### config.mk
export PLATFORM = sky130hd
export DESIGN_NAME = rs_chien_forney_corrector
export DESIGN_NICKNAME = d
export VERILOG_FILES = /design/src/rtl/rs_chien_forney_corrector.sv
export SDC_FILE = /design/constraint.sdc
export NUM_CORES = 2
export LEC_CHECK = 0
export CORE_MARGIN = 5
export CORE_UTILIZATION = 37
export DETAILED_ROUTE_END_ITERATION = 7
export PLACE_DENSITY = 0.58
export SYNTH_ARGS = -nofsm -noshare
export SYNTH_HDL_FRONTEND = slang
export SYNTH_SLANG_ARGS = --single-unit
### constraint.sdc
create_clock -name clock -period 10 [get_ports clock]
set_clock_uncertainty 0.05 [all_clocks]
set_input_delay 3 -clock clock [delete_from_list [all_inputs] [get_ports clock]]
set_output_delay 3 -clock clock [all_outputs]
set_load 0.03 [all_outputs]
### src/rtl/rs_chien_forney_corrector.sv
// Reed-Solomon GF(2^8) (poly 0x11D) Chien search and Forney corrector for shortened codes.
// Scales sigma/omega to the code length, then streams corrected delay-buffer symbols downstream.
module rs_chien_forney_corrector #(
    parameter int NPAR = 16,
    parameter int AW   = 5,
    parameter int FCR  = 0
) (
    input  logic          clock,
    input  logic          reset,
    input  logic          coef_wr,
    input  logic          coef_sel,
    input  logic [AW-1:0] coef_addr,
    input  logic [7:0]    coef_data,
    input  logic [AW-1:0] locator_degree,
    input  logic [7:0]    code_len,
    input  logic          start,
    output logic          busy,
    output logic          buf_rden,
    output logic [7:0]    buf_rdaddr,
    input  logic [7:0]    buf_q,
    output logic          out_valid,
    input  logic          out_ready,
    output logic [7:0]    out_data,
    output logic          out_err,
    output logic          out_last,
    output logic          done,
    output logic          decoder_fail,
    output logic [AW-1:0] error_count
);

    function automatic logic [7:0] gf_mul(input logic [7:0] a, input logic [7:0] b);
        logic [7:0] p;
        logic [7:0] aa;
        p  = 8'h00;
        aa = a;
        for (int i = 0; i < 8; i++) begin
            if (b[i]) p = p ^ aa;
            aa = {aa[6:0], 1'b0} ^ (aa[7] ? 8'h1D : 8'h00);
        end
        return p;
    endfunction

    function automatic logic [7:0] gf_exp(input logic [7:0] e);
        logic [7:0] p;
        logic [7:0] b;
        p = 8'h01;
        b = 8'h02;
        for (int i = 0; i < 8; i++) begin
            if (e[i]) p = gf_mul(p, b);
            b = gf_mul(b, b);
        end
        return p;
    endfunction

    function automatic logic [7:0] gf_log(input logic [7:0] x);
        logic [7:0] p;
        logic [7:0] l;
        p = 8'h01;
        l = 8'h00;
        for (int i = 0; i < 255; i++) begin
            if (p == x) l = 8'(i);
            p = {p[6:0], 1'b0} ^ (p[7] ? 8'h1D : 8'h00);
        end
        return l;
    endfunction

    function automatic logic [7:0] gf_inv(input logic [7:0] x);
        return gf_exp(8'd255 - gf_log(x));
    endfunction

    localparam logic [7:0] ALPHA_FCR = gf_exp(8'(FCR % 255));
    localparam logic [7:0] MIN_LEN   = 8'(2 * NPAR + 1);

    typedef enum logic [1:0] {IDLE, PRECOMP, RUN} state_t;

    state_t        state;
    logic [7:0]    sig [NPAR+1];
    logic [7:0]    omg [NPAR+1];
    logic [7:0]    n_reg, s_reg, pw, xb, addr;
    logic [AW-1:0] pc;
    logic          v0, last0;
    logic [7:0]    sig_s0, odd_s0, omg_s0, xb_s0;
    logic          out_root, out_bad, fail_sticky;

    logic          advance, issue, accept, is_root, odd_zero, fix;
    logic [7:0]    sig_eval, odd_eval, omg_eval, err_val;
    logic [AW-1:0] cnt_next;

    // The read enable must drop in the very cycle the output stalls, so it is decoded, not registered.
    assign advance    = !out_valid || out_ready;
    assign issue      = (state == RUN) && (addr != n_reg) && advance;
    assign buf_rden   = issue;
    assign buf_rdaddr = addr;
    assign accept     = out_valid && out_ready;

    assign is_root  = (sig_s0 == 8'h00);
    assign odd_zero = (odd_s0 == 8'h00);
    assign fix      = is_root && !odd_zero;
    assign err_val  = gf_mul(gf_mul(xb_s0, omg_s0), gf_inv(odd_s0));
    assign cnt_next = (accept && out_root && error_count != '1) ? error_count + AW'(1) : error_count;

    // NOTE: every variable assigned in always_comb gets a default first, so no latch is inferred.
    always_comb begin
        sig_eval = 8'h00;
        odd_eval = 8'h00;
        omg_eval = 8'h00;
        for (int k = 0; k <= NPAR; k++) begin
            sig_eval = sig_eval ^ sig[k];
            omg_eval = omg_eval ^ omg[k];
            if (k % 2 == 1) odd_eval = odd_eval ^ sig[k];
        end
    end

    // NOTE: sequential state uses non-blocking assignments so every register samples pre-edge values.
    always_ff @(posedge clock or negedge reset) begin
        if (!reset) begin
            state        <= IDLE;
            busy         <= 1'b0;
            done         <= 1'b0;
            decoder_fail <= 1'b0;
            error_count  <= '0;
            out_valid    <= 1'b0;
            out_data     <= 8'h00;
            out_err      <= 1'b0;
            out_last     <= 1'b0;
            out_root     <= 1'b0;
            out_bad      <= 1'b0;
            fail_sticky  <= 1'b0;
            n_reg        <= 8'h00;
            s_reg        <= 8'h00;
            pw           <= 8'h00;
            xb           <= 8'h00;
            addr         <= 8'h00;
            pc           <= '0;
            v0           <= 1'b0;
            last0        <= 1'b0;
            sig_s0       <= 8'h00;
            odd_s0       <= 8'h00;
            omg_s0       <= 8'h00;
            xb_s0        <= 8'h00;
            // NOTE: the coefficient banks are reset because an unloaded sigma/omega must read as zero.
            for (int k = 0; k <= NPAR; k++) begin
                sig[k] <= 8'h00;
                omg[k] <= 8'h00;
            end
        end else begin
            done <= 1'b0;
            unique case (state)
                IDLE: begin
                    if (coef_wr) begin
                        for (int k = 0; k <= NPAR; k++) begin
                            if (coef_addr == AW'(k)) begin
                                if (coef_sel) omg[k] <= coef_data;
                                else          sig[k] <= coef_data;
                            end
                        end
                    end
                    if (start) begin
                        error_count  <= '0;
                        decoder_fail <= 1'b0;
                        fail_sticky  <= 1'b0;
                        if (code_len >= MIN_LEN) begin
                            n_reg <= code_len;
                            s_reg <= gf_exp(8'(256 - int'(code_len)));
                            xb    <= gf_exp(8'(((256 - int'(code_len)) * FCR) % 255));
                            pw    <= 8'h01;
                            pc    <= '0;
                            addr  <= 8'h00;
                            busy  <= 1'b1;
                            state <= PRECOMP;
                        end else begin
                            done         <= 1'b1;
                            decoder_fail <= 1'b1;
                            for (int k = 0; k <= NPAR; k++) begin
                                sig[k] <= 8'h00;
                                omg[k] <= 8'h00;
                            end
                        end
                    end
                end

                PRECOMP: begin
                    for (int k = 0; k <= NPAR; k++) begin
                        if (pc == AW'(k)) begin
                            sig[k] <= gf_mul(sig[k], pw);
                            omg[k] <= gf_mul(omg[k], pw);
                        end
                    end
                    pw <= gf_mul(pw, s_reg);
                    pc <= pc + AW'(1);
                    if (pc == AW'(NPAR)) state <= RUN;
                end

                RUN: begin
                    if (advance) begin
                        out_valid <= v0;
                        if (v0) begin
                            out_data <= fix ? (buf_q ^ err_val) : buf_q;
                            out_err  <= fix;
                            out_root <= is_root;
                            out_bad  <= is_root && odd_zero;
                            out_last <= last0;
                        end
                        v0 <= issue;
                        if (issue) begin
                            addr   <= addr + 8'd1;
                            last0  <= (addr == n_reg - 8'd1);
                            sig_s0 <= sig_eval;
                            odd_s0 <= odd_eval;
                            omg_s0 <= omg_eval;
                            xb_s0  <= xb;
                            xb     <= gf_mul(xb, ALPHA_FCR);
                            for (int k = 0; k <= NPAR; k++) begin
                                sig[k] <= gf_mul(sig[k], gf_exp(8'(k)));
                                omg[k] <= gf_mul(omg[k], gf_exp(8'(k)));
                            end
                        end
                    end
                    if (accept) begin
                        error_count <= cnt_next;
                        if (out_bad) fail_sticky <= 1'b1;
                        if (out_last) begin
                            done         <= 1'b1;
                            busy         <= 1'b0;
                            decoder_fail <= fail_sticky || out_bad || (cnt_next != locator_degree);
                            out_valid    <= 1'b0;
                            out_last     <= 1'b0;
                            v0           <= 1'b0;
                            state        <= IDLE;
                            for (int k = 0; k <= NPAR; k++) begin
                                sig[k] <= 8'h00;
                                omg[k] <= 8'h00;
                            end
                        end
                    end
                end

                default: state <= IDLE;
            endcase
        end
    end

endmodule

==> results.sh <==
export IMPL_holdWs_ps=434
export IMPL_antenna_left=0
export IMPL_synth_top_area_share_pct=30.1
export IMPL_synth_compound_area_share_pct=19.0
export IMPL_yosys_cell_types_count=108
export IMPL_crit_arrival_ps=9640
export IMPL_muxShareOfSynthArea_pct=3.12
export IMPL_layout_nets=10100
export IMPL_synth_simple_gate_area_share_pct=19.4
export IMPL_dpl_cell_count=12600
export IMPL_finalHoldViolations=0
export IMPL_die_width_um=456
export IMPL_clk_latency_ps=700
export IMPL_grt_pass1_wl_um=492000
export IMPL_crit_path_start_kind="flip-flop"
export IMPL_gp_congestion=0.970
export IMPL_layout_commonest_cell="xnor2_1"
export IMPL_worst_hold_path_type="flip-flop to flip-flop"
export IMPL_synth_area_top_cells="xnor2_1 (30%), dfrtp_1 (12%), nand2_1 (11%), xor2_1 (8.7%), o21ai_0 (4.1%)"
export IMPL_max_slew_margin_pct=6.50
export IMPL_synth_xor_area_share_pct=39.5
export IMPL_vias=77800
export IMPL_cp_required_ps=10500
export IMPL_status="complete, but fails checks"
export IMPL_max_slew_worst_pin_slew_ps=1400
export IMPL_min_period_over_period_pct=91.4
export IMPL_drt_wirelength_per_cell_um=26.3
export IMPL_synthAdderAreaFrac_pct=0.319
export IMPL_via_per_inst=6.12
export IMPL_root_buffer="clkbuf_16"
export IMPL_htreeDepth=2
export IMPL_tns_ps=0
export IMPL_worstPathBufferInverterCount=2
export IMPL_core_um2=198000
export IMPL_cap_violations=0
export IMPL_cts_tree="yes"
export IMPL_start_util_pct=37.3
export IMPL_cp_end_kind="flip-flop"
export IMPL_async_reset_ff_share_pct=100
export IMPL_overflow=0
export IMPL_rows=163
export IMPL_final_max_slew_viol_count=0
export IMPL_crit_top_cell="xnor2_1"
export IMPL_most_common_layout_cells="xnor2_1 (2534), nand2_1 (2206), xor2_1 (728), nor2_1 (648), o21ai_0 (593)"
export IMPL_syn_cell_area_um2=73600
export IMPL_nFillCells=20500
export IMPL_stdcell_count=12700
export IMPL_synth_seq_cells=361
export IMPL_drt_first_iter_violations=10600
export IMPL_antenna_found_initial=13
export IMPL_synth_edf_count=0
export IMPL_synth_cells=10700
export IMPL_synth_ff_type="dfrtp_1"
export IMPL_crit_type="flip-flop to flip-flop"
export IMPL_io_buffers=67
export IMPL_die_area_um2=208000
export IMPL_routed_wl_um=335000
export IMPL_drive_gt1_share_pct=4.54
export IMPL_fmax_mhz=109
export IMPL_grt_total_usage_pct=30.4
export IMPL_min_period_ps=9140
export IMPL_grt_max_degree=132
export IMPL_ys_warn_count=0
export IMPL_cts_buffers=53
export IMPL_place_ws_ps=1060
export IMPL_cpPeakStageDelay_ps=990
export IMPL_syn2layout_area_growth_pct=4.71
export IMPL_syn_nets=10800
export IMPL_cts_setup_buffers=0
export IMPL_grt_pass1_vias=73200
export IMPL_setup_violations=0
export IMPL_dr_pass1_iters=8
export IMPL_setup_slack_ps=858
export IMPL_cts_hold_buffers=0
export IMPL_clk_pin_slew_ps=60
export IMPL_synth_top_family_by_area="XOR/XNOR gates"
export IMPL_hpwl_um=215000
export IMPL_rsz0062_at_grt="false"
export IMPL_violations="DRC"
export IMPL_cts_buffer_depth=3
export IMPL_reg_top3="omg: 136 flops, sig: 136 flops"
export IMPL_critPathSlowestCell="dfrtp_1"
export IMPL_cts_resized_gates=0
export IMPL_critPathMaxFanout=29
export IMPL_yosys_area_top_type="xnor2_1"
export IMPL_drc=3
export IMPL_critPathTopFamily="simple AND/OR/NAND/NOR gates"
export IMPL_ios=68
export IMPL_cts_sinks=361
export IMPL_reg2reg_setup_slack_ps=860
export IMPL_avgSynthCellArea_um2=6.85
export IMPL_fp_dieH_um=456
export IMPL_seq_area_frac_synth_pct=12.3
==> stage by stage <==
stage	utilization, %	cell area, um2
4_1_cts	39.0	77100
3_3_place_gp	38.1	75300
3_5_place_dp	38.1	75300
5_1_grt	39.0	77100
6_report	39.0	77100
2_1_floorplan	-	73600
==> synth_stat cells (all sizes together), types with 23 or more instances <==
library cell     n
and2            29
nor2b           27
inv             94
nand3          125
a221oi          36
nor3           100
o22ai          348
nor4            43
and3            37
a221o           24
a22oi          279
a21oi          531
a21boi          23
xor2           730
a211oi          42
o211ai          47
nor2           657
a31oi           38
xnor2         2538
o221ai          45
dfrtp          361
clkbuf         743
buf            351
nand2b          56
o32ai           49
nand2         2209
a32oi           28
mux2i          214
o21ai          616
nand4           33
==> per-layer routing <==
layer | track usage, % | routed length [um]
met5 | 0 | 38
met2 | 45.6 | 140000
met3 | 7.34 | 39800
met4 | 20.7 | 27100
met1 | 38.3 | 128000
==> worst paths after layout <==
path,from,to,cells after the start
max,odd_s0[7],out_data[7],25
min,sig_s0[4],sig_s0[4],2
max reg2reg,odd_s0[7],out_data[7],25
min reg2reg,sig_s0[4],sig_s0[4],2
max in group asynchronous,reset,out_data[2],2
min in group asynchronous,reset,sig[58],1
==> worst reg2reg max path: cells and delay by family (launching register included) <==
family | cells | cell delay, ps
xor gates and xnor gates | 8 | 2730
buffers and inverters | 2 | 840
and+or+nand+nor | 9 | 2900
DFF | 1 | 990
AOI/OAI and AO/OA | 5 | 1110
muxes | 1 | 380
==> cell families after synthesis <==
kind of cell,after synthesis
compound gates,2241
mux,228
buf+inv,1190
flops,361
xor+xnor,3285
fa+ha+maj,19
simple gates,3425
==> area by class of cell <==
type                    instances  area, um2  share of cell area (%)
inverters                      96        382                   0.495
well taps                    2640       3300                    4.28
multi-input cells            9198      60000                    77.8
clock inverters                21        211                   0.274
repair buffers                313       2590                    3.36
diodes                         12       30.0                  0.0389
clock buffers                  76       1560                    2.03
flip-flops and latches        361       9060                    11.8
Power is not shown: default switching activity piles up to over one toggle a cycle in this logic, so the estimate is an artifact.
